File: config.mk
export PLATFORM = sky130hd
export DESIGN_NAME = wdt_sleep_ctrl
export DESIGN_NICKNAME = d
export VERILOG_FILES = /design/src/rtl/wdt_sleep_ctrl.sv
export SDC_FILE = /design/constraint.sdc
export NUM_CORES = 1
export LEC_CHECK = 0
export CORE_UTILIZATION = 25
export DETAILED_ROUTE_END_ITERATION = 8
export PLACE_DENSITY = 0.53
export SKIP_LAST_GASP = 1
export SYNTH_ARGS = -nofsm -noshare
export SYNTH_HDL_FRONTEND = slang
export SYNTH_SLANG_ARGS = --single-unit
export TNS_END_PERCENT = 10
File: constraint.sdc
create_clock -name clk -period 9.6 [get_ports clk]
set_input_delay 1.92 -clock clk [delete_from_list [all_inputs] [get_ports clk]]
set_output_delay 1.92 -clock clk [all_outputs]
set_load 0.005 [all_outputs]
File: src/rtl/wdt_sleep_ctrl.sv
// Run-state sequencer for a PIC16C5x core: core reset/enable, watchdog with
// prescaler, SLEEP/CLRWDT handling and the STATUS TO/PD flags.
module wdt_sleep_ctrl #(
  parameter int WDT_WIDTH    = 8,
  parameter int PS_MAX_WIDTH = 7,
  parameter int POR_CYCLES   = 16,
  parameter int RST_CYCLES   = 4
) (
  input  logic                 clk,
  input  logic                 rst,
  input  logic [11:0]          instIn,
  input  logic                 instStrobe,
  input  logic [3:0]           optionIn,
  input  logic                 wdtEnable,
  input  logic                 wakeIn,
  output logic                 coreRstOut,
  output logic                 coreEnOut,
  output logic                 toOut,
  output logic                 pdOut,
  output logic [1:0]           stateOut,
  output logic [WDT_WIDTH-1:0] wdtCountOut
);

  typedef enum logic [1:0] {
    ST_POR   = 2'd0,
    ST_RUN   = 2'd1,
    ST_SLEEP = 2'd2,
    ST_WRST  = 2'd3
  } state_t;

  localparam int HOLD_MAX = (POR_CYCLES > RST_CYCLES) ? POR_CYCLES : RST_CYCLES;
  localparam int HOLD_W   = (HOLD_MAX > 1) ? $clog2(HOLD_MAX) : 1;
  localparam int CMP_W    = (PS_MAX_WIDTH > 8) ? PS_MAX_WIDTH : 8;

  state_t                  r_state;
  logic [HOLD_W-1:0]       r_holdCnt;
  logic [PS_MAX_WIDTH-1:0] r_psCnt;
  logic [WDT_WIDTH-1:0]    r_wdtCnt;
  logic                    r_coreRst;
  logic                    r_coreEn;
  logic                    r_to;
  logic                    r_pd;

  state_t                  w_nextState;
  logic [HOLD_W-1:0]       w_nextHold;
  logic [PS_MAX_WIDTH-1:0] w_nextPs;
  logic [WDT_WIDTH-1:0]    w_nextWdt;
  logic                    w_nextTo;
  logic                    w_nextPd;
  logic                    w_nextCoreRst;
  logic                    w_nextCoreEn;

  logic                    w_active;
  logic [CMP_W-1:0]        w_psLimit;
  logic [CMP_W-1:0]        w_psCntExt;
  logic                    w_tick;
  logic                    w_timeout;
  logic                    w_clrwdt;
  logic                    w_sleep;

  // Prescaler compares with >= so lowering PS mid-count still produces a tick
  assign w_active   = ((r_state == ST_RUN) || (r_state == ST_SLEEP)) && wdtEnable;
  assign w_psLimit  = (CMP_W'(1) << optionIn[2:0]) - CMP_W'(1);
  assign w_psCntExt = CMP_W'(r_psCnt);
  assign w_tick     = w_active && (!optionIn[3] || (w_psCntExt >= w_psLimit));
  assign w_timeout  = w_tick && (r_wdtCnt == '1);
  assign w_clrwdt   = instStrobe && (instIn == 12'h004);
  assign w_sleep    = instStrobe && (instIn == 12'h003);

  always_comb begin
    w_nextState = r_state;
    w_nextHold  = r_holdCnt;
    w_nextPs    = r_psCnt;
    w_nextWdt   = r_wdtCnt;
    w_nextTo    = r_to;
    w_nextPd    = r_pd;

    if (w_active) begin
      if (w_tick) begin
        w_nextPs  = '0;
        w_nextWdt = r_wdtCnt + WDT_WIDTH'(1);
      end else begin
        w_nextPs  = r_psCnt + PS_MAX_WIDTH'(1);
      end
    end

    case (r_state)
      ST_POR: begin
        w_nextPs  = '0;
        w_nextWdt = '0;
        if (r_holdCnt == HOLD_W'(POR_CYCLES - 1)) begin
          w_nextState = ST_RUN;
          w_nextHold  = '0;
        end else begin
          w_nextHold  = r_holdCnt + HOLD_W'(1);
        end
      end
      ST_RUN: begin
        // An explicit clear or SLEEP in the timeout cycle suppresses the reset
        if (w_clrwdt) begin
          w_nextPs  = '0;
          w_nextWdt = '0;
          w_nextTo  = 1'b1;
          w_nextPd  = 1'b1;
        end else if (w_sleep) begin
          w_nextPs    = '0;
          w_nextWdt   = '0;
          w_nextTo    = 1'b1;
          w_nextPd    = 1'b0;
          w_nextState = ST_SLEEP;
        end else if (w_timeout) begin
          w_nextPs    = '0;
          w_nextWdt   = '0;
          w_nextHold  = '0;
          w_nextTo    = 1'b0;
          w_nextPd    = 1'b1;
          w_nextState = ST_WRST;
        end
      end
      ST_SLEEP: begin
        if (w_timeout) begin
          w_nextPs    = '0;
          w_nextWdt   = '0;
          w_nextHold  = '0;
          w_nextTo    = 1'b0;
          w_nextPd    = 1'b0;
          w_nextState = ST_WRST;
        end else if (wakeIn) begin
          w_nextPs    = '0;
          w_nextWdt   = '0;
          w_nextHold  = '0;
          w_nextTo    = 1'b1;
          w_nextPd    = 1'b0;
          w_nextState = ST_WRST;
        end
      end
      ST_WRST: begin
        w_nextPs  = '0;
        w_nextWdt = '0;
        if (r_holdCnt == HOLD_W'(RST_CYCLES - 1)) begin
          w_nextState = ST_RUN;
          w_nextHold  = '0;
        end else begin
          w_nextHold  = r_holdCnt + HOLD_W'(1);
        end
      end
      default: begin
        w_nextState = ST_POR;
        w_nextHold  = '0;
        w_nextPs    = '0;
        w_nextWdt   = '0;
      end
    endcase

    w_nextCoreRst = (w_nextState == ST_POR) || (w_nextState == ST_WRST);
    w_nextCoreEn  = (w_nextState == ST_RUN);
  end

  always_ff @(posedge clk) begin
    if (rst) begin
      r_state   <= ST_POR;
      r_holdCnt <= '0;
      r_psCnt   <= '0;
      r_wdtCnt  <= '0;
      r_coreRst <= 1'b1;
      r_coreEn  <= 1'b0;
      r_to      <= 1'b1;
      r_pd      <= 1'b1;
    end else begin
      r_state   <= w_nextState;
      r_holdCnt <= w_nextHold;
      r_psCnt   <= w_nextPs;
      r_wdtCnt  <= w_nextWdt;
      r_coreRst <= w_nextCoreRst;
      r_coreEn  <= w_nextCoreEn;
      r_to      <= w_nextTo;
      r_pd      <= w_nextPd;
    end
  end

  assign coreRstOut  = r_coreRst;
  assign coreEnOut   = r_coreEn;
  assign toOut       = r_to;
  assign pdOut       = r_pd;
  assign stateOut    = r_state;
  assign wdtCountOut = r_wdtCnt;

endmodule

---- Word-level counts from Yosys, hierarchy flattened ----
Index checks and enable logic that the tools add are counted.
operators by class
  reductions and logical operators ........ 15
  shifts and indexed selects .............. 1
  add/sub/neg operators ................... 4
  equal/unequal tests ..................... 15
  mux-type cells .......................... 44
  order comparisons ....................... 1
operators with widths
  cell                   count
  $mux W8                7
  $mux W7                7
  $mux W4                7
  $pmux W8 S3            1
  $pmux W7 S3            1
  $pmux W4 S4            1
  $mux W2                7
  $eq A12 B2 Y1 const B  1
  $eq A12 B3 Y1 const B  1
  $mux W1                10
  $add A8 B1 Y8 const B  1
  $eq A8 B8 Y1 const B   1
  $ge A7 B8 Y1           1
  $pmux W2 S4            1
  $shl A1 B3 Y8 const A  1
  $sub A8 B2 Y8 const B  1
  $add A7 B1 Y7 const B  1
  $eq A2 B2 Y1 const B   3
  $ne A2 B2 Y1 const B   3
  $logic_and A1 B1 Y1    5
  $add A4 B1 Y4 const B  1
  $eq A2 B1 Y1 const B   2
  $eq A4 B2 Y1 const B   1
  $eq A4 B4 Y1 const B   1
  other kinds (10)       14
storage, ports and cells
  register bits ........................... 25

---- Logic depth before layout (Yosys ltp) ----
  word-level depth ........................ 12
  mapped depth ............................ 17
  mapped depth without buffers ............ 15

---- Worst setup path after synthesis ----
Ideal clock, no wire load.
  path type ............................... input-to-reg
  from .................................... in optionIn[1]
  to ...................................... reg r_coreRst (netlist: coreRstOut)
  stages on the path ...................... 16
  path slack .............................. 4.645 ns
  data arrival time ....................... 4.832 ns
  library setup time ...................... 0.123 ns
  path buffers ............................ 2
  path through ............................ or3_1 -> ha_1 -> clkbuf_1 -> xor2_1 -> nor2_1 -> a21oi_1 -> ha_1 -> nand3_1 -> and4b_1 -> buf_4 -> nor3_1 -> nor2_1 -> a21oi_1 -> o31ai_1 -> ha_1 -> or2_2
on the way
  longest elaborated chain between the ends .. 12
ends and longest elaborated chain
  what                                              line  source
  from (decl)                                       13    input logic [3:0] optionIn,
  $shl A1 B3 Y8 *                                   63    assign w_psLimit = (CMP_W'(1) << optionIn[2:0]) - CMP_W'(1);
  $sub A8 B2 Y8 *                                   63
  $ge A7 B8 Y1 *                                    65    assign w_tick = w_active && (!optionIn[3] || (w_psCntExt >= w_psLimit));
  $logic_or A1 B1 Y1 *                              65
  $logic_and A1 B1 Y1 *                             65
  $logic_and A1 B1 Y1 *                             66    assign w_timeout = w_tick && (r_wdtCnt == '1);
  $mux W2                                           111   end else if (w_timeout) begin
  $mux W2                                           105   end else if (w_sleep) begin
  $mux W2                                           100   if (w_clrwdt) begin
  $pmux W2 S4 *                                     87    case (r_state)
  $eq A2 B2 Y1 or $logic_not A2 Y1 (tied branches)  155   w_nextCoreRst = (w_nextState == ST_POR) || (w_nextState == ST_WRST);
  $logic_or A1 B1 Y1 *                              155
  named net w_nextCoreRst                           50    logic w_nextCoreRst;
  to (signal assigned)                              174   r_coreRst <= w_nextCoreRst;
  to (decl)                                         39    logic r_coreRst;
The timed path passes the listed nets; every way through them passes the cells marked *.
A chain may end at the register's enable or synchronous reset.

---- Worst setup path after layout ----
Ends and elaborated chain as after synthesis.

==> results.sh <==
export IMPL_drive_gt1_share_pct=7.968
export IMPL_status="finished clean"
export IMPL_routedWlPerCell_um=11.85
export IMPL_grt_use_total_pct=11.35
export IMPL_holdBufCountCts=0
export IMPL_hold_class="reg2reg"
export IMPL_tritoncts="yes"
export IMPL_cp_startpoint="optionIn[1]"
export IMPL_required_ns=9.77
export IMPL_finalCritPeriodShare_pct=56.19
export IMPL_die_area_um2=7407
export IMPL_yosysUniqueCellTypes=50
export IMPL_rsz0062_at_grt="no"
export IMPL_worst_pin_slew_ns=0.7391
export IMPL_num_rows=30
export IMPL_synthFlopType="dfxtp_1"
export IMPL_cp_end_kind="flop"
export IMPL_area_growth_pct=27.55
export IMPL_power_share_clock_pct=17.8
export IMPL_clkTransAtPathRegs_ns=0.09
export IMPL_cpMaxStageDelayCell="clkdlybuf4s50_1"
export IMPL_critical_path_class="in2reg"
export IMPL_sw_frac_of_total_pct=37.47
export IMPL_p_switching_uw=139.0
export IMPL_slowest_delay_ns=0.49
export IMPL_slew_headroom_pct=49.45
export IMPL_synthCells=217
export IMPL_grt_pass1_vias=1523
export IMPL_cts_buffers=3
export IMPL_antenna_left=0
export IMPL_netlist_area_um2=1767
export IMPL_pwr_share_comb_pct=47.1
export IMPL_final_cells=347
export IMPL_finalHoldViolCount=0
export IMPL_min_from="r_holdCnt[1]"
export IMPL_cp_cell_sequence="clkdlybuf4s50_1 > or3_1 > ha_1 > xor2_1 > nor2_1 > a21oi_1 > ha_1 > nand2_1 > and4b_1 > nor3_1 > nor2_1 > a21oi_1 > o31ai_1 > ha_1 > or2_2"
export IMPL_cts_root_buf="clkbuf_8"
export IMPL_die_h_um=86.07
export IMPL_dpl_hpwl_um=3189
export IMPL_core_um2=6794
export IMPL_synth_top_area_cell="dfxtp_1"
export IMPL_ys_top_cells_by_area="dfxtp_1 (28%), ha_1 (11%), nand2_1 (5.3%)"
export IMPL_num_fill_cells=710
export IMPL_fin_skew_ns=0.003714
export IMPL_grt_max_degree=14
export IMPL_placed_cells=343
export IMPL_r2r_start="stateOut[0]"
export IMPL_synthArstFlopShare_pct=0
export IMPL_initial_core_util_pct=26.00
export IMPL_placed_cell_area_um2=2208
export IMPL_place_congestion=0.7853
export IMPL_cts_max_level=1
export IMPL_avgSynthCellArea_um2=8.141
export IMPL_diodes=0
export IMPL_clock_path_buffers=2
export IMPL_cp_num_buf_inv=1
export IMPL_seqCellArea_um2=500.5
export IMPL_final_cell_area_um2=2253
export IMPL_clock_latency_ns=0.27
export IMPL_ctsResizeCount=0
export IMPL_power_density_nw_per_um2=164.6
export IMPL_yosysSeqAreaShare_pct=28.33
export IMPL_die_w_um=86.07
export IMPL_port_buffers=34
export IMPL_p_leak_nw=0.7542
export IMPL_dr_pass1_iters=4
export IMPL_power_frac_seq_pct=35.1
export IMPL_crit_family="simple AND/OR/NAND/NOR gates"
export IMPL_drt_total_wl_um=4111
export IMPL_critical_path_max_fanout=9
export IMPL_vias=1652
export IMPL_syn_nets=254
export IMPL_drtIter0Drc=46
export IMPL_clock_sinks=25
export IMPL_synth_top_area_share_pct=28.33
export IMPL_fmax_mhz=185.4
export IMPL_synth_seq_cells=25
export IMPL_cp_common_cell="ha_1"
export IMPL_hold_ws_ns=0.4949
export IMPL_final_max_slew_viol_count=0
export IMPL_antenna_found_initial=0
export IMPL_worstSetupStartpointType="input port"
export IMPL_setup_viol=0
export IMPL_yosysWarnings=0
export IMPL_synth_edff_count=0
export IMPL_setup_tns_ns=0
export IMPL_final_nets=289
export IMPL_ios=35
export IMPL_multi_input_area_um2=1214
export IMPL_grt_overflow_total=0
export IMPL_drv_cap=0
export IMPL_critPathArrivalTime_ns=5.57
export IMPL_post_cts_buffers=0
export IMPL_fin_crit_ns=5.395
export IMPL_vias_per_cell=4.761
export IMPL_ir_worst_vdd_v=0.0001036
export IMPL_grt_pass1_wl_um=6803
export IMPL_p_int_uw=232.0
export IMPL_drcViolationCount=0
==> cells by family (layout without fill, tap and decap cells) <==
group	Yosys count	after routing	share of synthesized area, %
fa+ha+maj	16	16	11.33
xor+xnor	12	12	5.949
compound gates	55	55	23.23
simple gates	96	96	28.19
flops	25	25	28.33
buf+inv	13	47	2.974
==> flip-flops by register name, indices dropped and copies added, names as in the netlist <==
signal	cells
coreRstOut	1
r_psCnt	7
r_holdCnt	4
coreEnOut	1
wdtCountOut	8
pdOut	1
stateOut	2
toOut	1
==> cell usage in the layout, fill, tap and decap left out, types with 3 or more instances in the layout <==
cell type,Yosys,routed
clkdlybuf4s50_1,0,34
nand2_1,25,25
dfxtp_1,25,25
nor2_1,22,22
ha_1,16,16
a21oi_1,14,14
nand3_1,11,11
inv_1,9,9
o21ai_0,9,9
xnor2_1,7,7
nor2b_1,6,6
or3_1,6,6
xor2_1,5,5
a2111oi_0,5,5
nor3_1,4,4
a211oi_1,4,4
or2_2,3,3
nor3b_1,3,3
clkbuf_8,0,3
==> cell usage after synthesis, types with 3 or more instances <==
| master | count |
|---|---|
| a2111oi_0 | 5 |
| a211oi_1 | 4 |
| a21oi_1 | 14 |
| clkbuf_1 | 3 |
| dfxtp_1 | 25 |
| ha_1 | 16 |
| inv_1 | 9 |
| nand2_1 | 25 |
| nand3_1 | 11 |
| nor2_1 | 22 |
| nor2b_1 | 6 |
| nor3_1 | 4 |
| nor3b_1 | 3 |
| o21ai_0 | 9 |
| or2_2 | 3 |
| or3_1 | 6 |
| xnor2_1 | 7 |
| xor2_1 | 5 |
==> area by class of cell <==
class	count	share of cell area (%)
Inverter	9	1.499
Sequential cell	25	22.21
Timing Repair Buffer	34	15.10
Clock buffer	4	1.999
Tap cell	96	5.330
Multi-Input combinational cell	179	53.86
==> stage by stage <==
step                worst slack (ns)  util, %  power [mW]
floorplan                      4.645        -      0.2509
global placement               3.979    32.50      0.3077
detailed placement             3.913    32.50      0.3056
CTS                            4.198    33.17      0.3747
global route                   3.961    33.17      0.3988
finish                         4.205    33.17      0.3710
==> final timing paths <==
path,end,slack (ns),cells after the start
worst max-delay path,coreRstOut,4.21,15
worst max register to register,coreRstOut,6.84,10
worst min register to register,r_holdCnt[1],0.49,2
worst min-delay path,r_holdCnt[1],0.49,2
==> power by group through the flow <==
stage	combinational [mW]	sequential, mW	clock (mW)
finish	0.175	0.130	0.0660
global route	0.194	0.132	0.0722
CTS	0.174	0.130	0.0699
detailed placement	0.173	0.132	0
global placement	0.175	0.133	0
floorplan	0.120	0.131	0
==> per-layer routing <==
metal  global-route usage (%)  routed length (um)
met4                    1.970                  17
met1                    15.09                2105
met3                    2.502                 122
met5                        0                   0
met2                    18.98                1864
==> worst register-to-register path: cells and delay by family (launching register included) <==
family	cells	cell delay, ns
and+or+nand+nor	4	0.82
adders and majority gates	2	0.67
AOI/OAI and AO/OA	3	0.63
DFF	1	0.43
buffers and inverters	1	0.10
(Power assumes the default switching activity.)
